==> src/rtl/mem_port_arbiter.sv <==
// mem_port_arbiter
// Shares one single-ported memory between the instruction-fetch port (if_*)
// and the load/store port (d_*). Data accesses normally win. After
// STARVE_LIMIT back-to-back data grants with a fetch waiting, the fetch is
// forced through. Only one memory transaction is outstanding at a time. The
// memory-side request is registered, and the response is routed back to
// whichever requester owns the transaction.
//
// Ports
//   clk, rst_n                         clock, async active-low reset
//   if_req/if_addr                     fetch request (held until if_gnt)
//   if_gnt/if_rvalid/if_rdata          fetch grant pulse, response pulse, data
//   d_req/d_we/d_addr/d_wdata/d_be     load/store request (held until d_gnt)
//   d_gnt/d_rvalid/d_rdata             data grant pulse, response pulse, data
//   mem_req/mem_we/mem_addr/
//   mem_wdata/mem_be                   registered memory request
//   mem_ready                          memory accepts mem_req this cycle
//   mem_rvalid/mem_rdata               memory response

module mem_port_arbiter #(
  parameter int unsigned XLEN         = 32,
  parameter int unsigned STARVE_LIMIT = 4
) (
  input  logic            clk,
  input  logic            rst_n,
  // fetch port
  input  logic            if_req,
  input  logic [XLEN-1:0] if_addr,
  output logic            if_gnt,
  output logic            if_rvalid,
  output logic [XLEN-1:0] if_rdata,
  // load/store port
  input  logic            d_req,
  input  logic            d_we,
  input  logic [XLEN-1:0] d_addr,
  input  logic [XLEN-1:0] d_wdata,
  input  logic [3:0]      d_be,
  output logic            d_gnt,
  output logic            d_rvalid,
  output logic [XLEN-1:0] d_rdata,
  // memory port
  output logic            mem_req,
  output logic            mem_we,
  output logic [XLEN-1:0] mem_addr,
  output logic [XLEN-1:0] mem_wdata,
  output logic [3:0]      mem_be,
  input  logic            mem_ready,
  input  logic            mem_rvalid,
  input  logic [XLEN-1:0] mem_rdata
);

  localparam int unsigned CNT_W = 4;
  localparam int unsigned BE_W  = 4;
  localparam logic [CNT_W-1:0] LIMIT = CNT_W'(STARVE_LIMIT);

  typedef enum logic [1:0] {
    IDLE = 2'd0,
    REQ  = 2'd1,
    RESP = 2'd2
  } state_e;

  typedef enum logic {
    OWN_D  = 1'b0,
    OWN_IF = 1'b1
  } owner_e;

  state_e            state_q,      state_d;
  owner_e            owner_q,      owner_d;
  logic [CNT_W-1:0]  starve_cnt_q, starve_cnt_d;
  logic              mem_req_q,    mem_req_d;
  logic              mem_we_q,     mem_we_d;
  logic [XLEN-1:0]   mem_addr_q,   mem_addr_d;
  logic [XLEN-1:0]   mem_wdata_q,  mem_wdata_d;
  logic [BE_W-1:0]   mem_be_q,     mem_be_d;

  logic grant_if;
  logic grant_d;
  logic done;

  // Grant selection in IDLE. The counter saturates at LIMIT, so anything
  // not below LIMIT means a fetch has waited long enough. Grants are held
  // off while reset is asserted so the strobes read 0 during reset.
  always_comb begin
    grant_if = 1'b0;
    grant_d  = 1'b0;
    if (rst_n && (state_q == IDLE)) begin
      if (d_req && (!if_req || (starve_cnt_q < LIMIT))) begin
        grant_d = 1'b1;
      end else if (if_req) begin
        grant_if = 1'b1;
      end
    end
  end

  // Completion: a normal response in RESP, or a response that arrives
  // together with the accept while still in REQ.
  always_comb begin
    done = 1'b0;
    if (state_q == RESP) begin
      done = mem_rvalid;
    end else if (state_q == REQ) begin
      done = mem_ready && mem_rvalid;
    end
  end

  // Next-state, request capture and starvation counter.
  always_comb begin
    state_d      = state_q;
    owner_d      = owner_q;
    starve_cnt_d = starve_cnt_q;
    mem_req_d    = mem_req_q;
    mem_we_d     = mem_we_q;
    mem_addr_d   = mem_addr_q;
    mem_wdata_d  = mem_wdata_q;
    mem_be_d     = mem_be_q;

    case (state_q)
      IDLE: begin
        // Counter only tracks runs of data grants while a fetch is waiting.
        if (!if_req || grant_if) begin
          starve_cnt_d = '0;
        end else if (grant_d && (starve_cnt_q < LIMIT)) begin
          starve_cnt_d = starve_cnt_q + CNT_W'(1);
        end

        if (grant_d) begin
          owner_d     = OWN_D;
          mem_req_d   = 1'b1;
          mem_we_d    = d_we;
          mem_addr_d  = d_addr;
          mem_wdata_d = d_wdata;
          mem_be_d    = d_be;
          state_d     = REQ;
        end else if (grant_if) begin
          owner_d     = OWN_IF;
          mem_req_d   = 1'b1;
          mem_we_d    = 1'b0;
          mem_addr_d  = if_addr;
          mem_wdata_d = '0;
          mem_be_d    = BE_W'(4'hF);
          state_d     = REQ;
        end
      end

      REQ: begin
        if (mem_ready) begin
          mem_req_d = 1'b0;
          state_d   = mem_rvalid ? IDLE : RESP;
        end
      end

      RESP: begin
        if (mem_rvalid) begin
          state_d = IDLE;
        end
      end

      default: begin
        mem_req_d = 1'b0;
        state_d   = IDLE;
      end
    endcase
  end

  // State and request registers.
  always_ff @(posedge clk or negedge rst_n) begin
    if (!rst_n) begin
      state_q      <= IDLE;
      owner_q      <= OWN_D;
      starve_cnt_q <= '0;
      mem_req_q    <= 1'b0;
      mem_we_q     <= 1'b0;
      mem_addr_q   <= '0;
      mem_wdata_q  <= '0;
      mem_be_q     <= '0;
    end else begin
      state_q      <= state_d;
      owner_q      <= owner_d;
      starve_cnt_q <= starve_cnt_d;
      mem_req_q    <= mem_req_d;
      mem_we_q     <= mem_we_d;
      mem_addr_q   <= mem_addr_d;
      mem_wdata_q  <= mem_wdata_d;
      mem_be_q     <= mem_be_d;
    end
  end

  // Requester-side strobes and response routing.
  assign if_gnt    = grant_if;
  assign d_gnt     = grant_d;
  assign if_rvalid = done && (owner_q == OWN_IF);
  assign d_rvalid  = done && (owner_q == OWN_D);
  assign if_rdata  = mem_rdata;
  assign d_rdata   = mem_rdata;

  // Memory-side request.
  assign mem_req   = mem_req_q;
  assign mem_we    = mem_we_q;
  assign mem_addr  = mem_addr_q;
  assign mem_wdata = mem_wdata_q;
  assign mem_be    = mem_be_q;

endmodule
==> config.mk <==
export PLATFORM = sky130hd
export DESIGN_NAME = mem_port_arbiter
export DESIGN_NICKNAME = d
export VERILOG_FILES = /design/src/rtl/mem_port_arbiter.sv
export SDC_FILE = /design/constraint.sdc
export NUM_CORES = 1
export LEC_CHECK = 0
export CORE_MARGIN = 1.5
export CORE_UTILIZATION = 36
export CTS_CLUSTER_DIAMETER = 150
export DETAILED_ROUTE_END_ITERATION = 10
export PLACE_DENSITY = 0.81
export SYNTH_ARGS = -nofsm -noshare
export SYNTH_HDL_FRONTEND = slang
export SYNTH_SLANG_ARGS = --single-unit
==> constraint.sdc <==
create_clock -name clk -period 1.9 [get_ports clk]
set_input_delay 0.38 -clock clk [delete_from_list [all_inputs] [get_ports clk]]
set_output_delay 0.38 -clock clk [all_outputs]
set_load 0.02 [all_outputs]
==> impl_metrics.env <==
export IMPL_finalCriticalPeriod_ns=1.83
export IMPL_syn_num_nets=504
export IMPL_chipHeight_um=109
export IMPL_htreeDepth=3
export IMPL_dp_hpwl_mm=7.98
export IMPL_power_density_nw_per_um2=1230
export IMPL_worstSetupEndpointType="primary output"
export IMPL_async_reset_ff_share_pct=100
export IMPL_grtUsageTotal_pct=19.0
export IMPL_dieWidth_um=109
export IMPL_crit_path_start="state_q[0]"
export IMPL_wirelength_mm=11.2
export IMPL_antenna_found_initial=0
export IMPL_start_kind="flop"
export IMPL_maxSlewViolCount=0
export IMPL_peakVddDrop_mv=0.583
export IMPL_vias_per_cell=5.02
export IMPL_leakage_nw=2.41
export IMPL_layout_nets=623
export IMPL_clkTransAtPathRegs_ns=0.09
export IMPL_rsz0062_at_grt="no"
export IMPL_dp_cells=611
export IMPL_overflow=0
export IMPL_synth_edff_count=0
export IMPL_drt_iter0_drc=135
export IMPL_finalInstanceArea_um2=5770
export IMPL_status="completed"
export IMPL_cts_tree="done"
export IMPL_place_area_um2=5530
export IMPL_root_buffer="clkbuf_8"
export IMPL_clock_path_buffers=2
export IMPL_ys_seq_area_share_pct=47.9
export IMPL_start_util_pct=37.0
export IMPL_yosys_warnings=0
export IMPL_wl_met3_um=731
export IMPL_place_congestion=0.784
export IMPL_layout_drive_gt1_share_pct=16.6
export IMPL_register_area_um2=1930
export IMPL_wl_per_cell_um=17.8
export IMPL_rows=38
export IMPL_cts_num_sinks=77
export IMPL_required_ns=1.52
export IMPL_clock_fmax_mhz=547
export IMPL_max_cap_viol_count=0
export IMPL_grt_max_degree=73
export IMPL_cp_max_fo=6
export IMPL_antenna_cells=0
export IMPL_timing_rr_start="state_q[0]"
export IMPL_final_cell_mix="clkdlybuf4s50_1 (173), dfrtp_1 (75), nand2_1 (35), a22o_1 (34), inv_1 (33)"
export IMPL_post_layout_nonfiller_instances=628
export IMPL_drt_met1_wl_mm=4.52
export IMPL_syn_to_final_growth_pct=43.4
export IMPL_max_slew_margin_pct=40.5
export IMPL_cts_buffers=9
export IMPL_io_pins=277
export IMPL_synth_ff_latch_count=77
export IMPL_die_area_um2=11800
export IMPL_syn_area_per_cell_um2=11.1
export IMPL_clock_latency_ns=0.34
export IMPL_arrival_ns=1.45
export IMPL_worst_slew_pin_slew_ns=0.893
export IMPL_dr_pass1_iters=4
export IMPL_setup_viol=0
export IMPL_drc=0
export IMPL_wl_met2_mm=5.67
export IMPL_multi_input_area_um2=1330
export IMPL_hold_class="in2async"
export IMPL_port_buffers=180
export IMPL_grt_pass1_wl_mm=17.3
export IMPL_rr_worst_depth=5
export IMPL_final_common_cell="clkdlybuf4s50_1"
export IMPL_vias=3153
export IMPL_synth_area_um2=4020
export IMPL_grt_pass1_vias=3343
export IMPL_core_um2=10900
export IMPL_nFillCells=981
export IMPL_timing_hold_violations_final=0
export IMPL_post_cts_buffers=0
export IMPL_final_util_pct=53.0
export IMPL_ant_nets=0
export IMPL_synthFlopType="dfrtp_1"
export IMPL_worstSetupPathType="reg2out"
export IMPL_final_period_utilization_pct=96.3
export IMPL_clock_skew_ns=0.00833
export IMPL_dr_max_layer_used="met4"
export IMPL_syn_inst=364
export IMPL_synth_cell_type_count=29
==> cells in the mapped netlist, types with 2 or more instances <==
master / number / share of area [%]
nor2_1: 3 / 0.28
o21ai_0: 2 / 0.25
buf_4: 65 / 12
a22o_1: 34 / 7.4
o22a_1: 4 / 0.87
o221ai_1: 2 / 0.44
buf_6: 6 / 1.7
clkbuf_1: 10 / 0.93
nor2b_1: 3 / 0.47
o221ai_2: 30 / 11
inv_1: 33 / 3.1
buf_2: 11 / 1.4
nand4_1: 32 / 5.0
a32o_1: 2 / 0.50
o21ai_2: 2 / 0.44
nand2_1: 35 / 3.3
dfrtp_1: 77 / 48
and2_1: 2 / 0.31
==> metrics by stage <==
step                      total power, W  hold WS [ns]  TNS [ns]  setup WS, ns
final                            0.00710         0.322         0        0.0710
after CTS                        0.00717         0.354         0        0.0285
after detailed placement         0.00574         0.355     -8.30        -0.518
after floorplan                  0.00432        0.0844         0         0.106
after global routing             0.00750         0.378         0       0.00774
after global placement           0.00566         0.350     -2.69        -0.452
==> repair_timing <==
item / CTS / global route
hold endpoints to repair: 5 / 0
hold buffers: 1 / 0
gates resized for setup: 17 / 8
endpoints found under the setup margin: 4 / 14
pin swaps: 0 / 1
==> registers in the layout, indices dropped and copies added, names as in the netlist <==
| name | count |
|---|---|
| starve_cnt_q | 4 |
| owner_q | 1 |
| mem_req | 1 |
| state_q | 2 |
| mem_be | 4 |
| mem_we | 1 |
| mem_addr | 32 |
| mem_wdata | 32 |
==> worst paths after layout <==
kind	to	slack, ns
max in group asynchronous	state_q[0]	0.95
setup reg to reg	mem_addr[0]	0.19
hold / removal	mem_addr[8]	0.32
hold reg to reg	mem_req	0.48
setup / recovery	if_gnt	0.07
min in group clk	state_q[0]	0.36
==> metal layers <==
layer | global-route usage, % | up-vias
met4 | 8.18 | 0
met2 | 33.4 | 121
met1 | 22.5 | 1519
met5 | 0 | -
met3 | 3.53 | 37
li1 | - | 1476
==> worst max-delay path, stage by stage, from the launching register on <==
cell and delay [ns]:
dfrtp_2 0.46, and4bb_2 0.31, nor2b_1 0.15, buf_2 0.18
==> final cells by class <==
| cell class | instances | share of cell area [%] |
|---|---|---|
| tap | 140 | 3.03 |
| timing repair buffer | 200 | 34.4 |
| sequential | 77 | 33.4 |
| multi-input combinational | 161 | 23.0 |
| clock inverter | 7 | 1.82 |
| inverter | 34 | 2.23 |
| clock buffer | 9 | 2.15 |
==> where the power goes <==
group          internal (W)  leakage [nW]  switching, W
sequential          0.00217         0.962      0.000306
clock              0.000760         0.112      0.000652
combinational       0.00167          1.33       0.00154
==> kinds of logic (layout without fill, tap and decap cells) <==
logic type	count (synthesis)	after routing	synth area share, %
flops	77	77	47.9
mux	1	1	0.249
compound gates	78	78	21.4
buf+inv	126	250	19.3
fa+ha+maj	1	1	0.311
simple gates	81	81	10.9
Power figures use the tool's default switching activity.
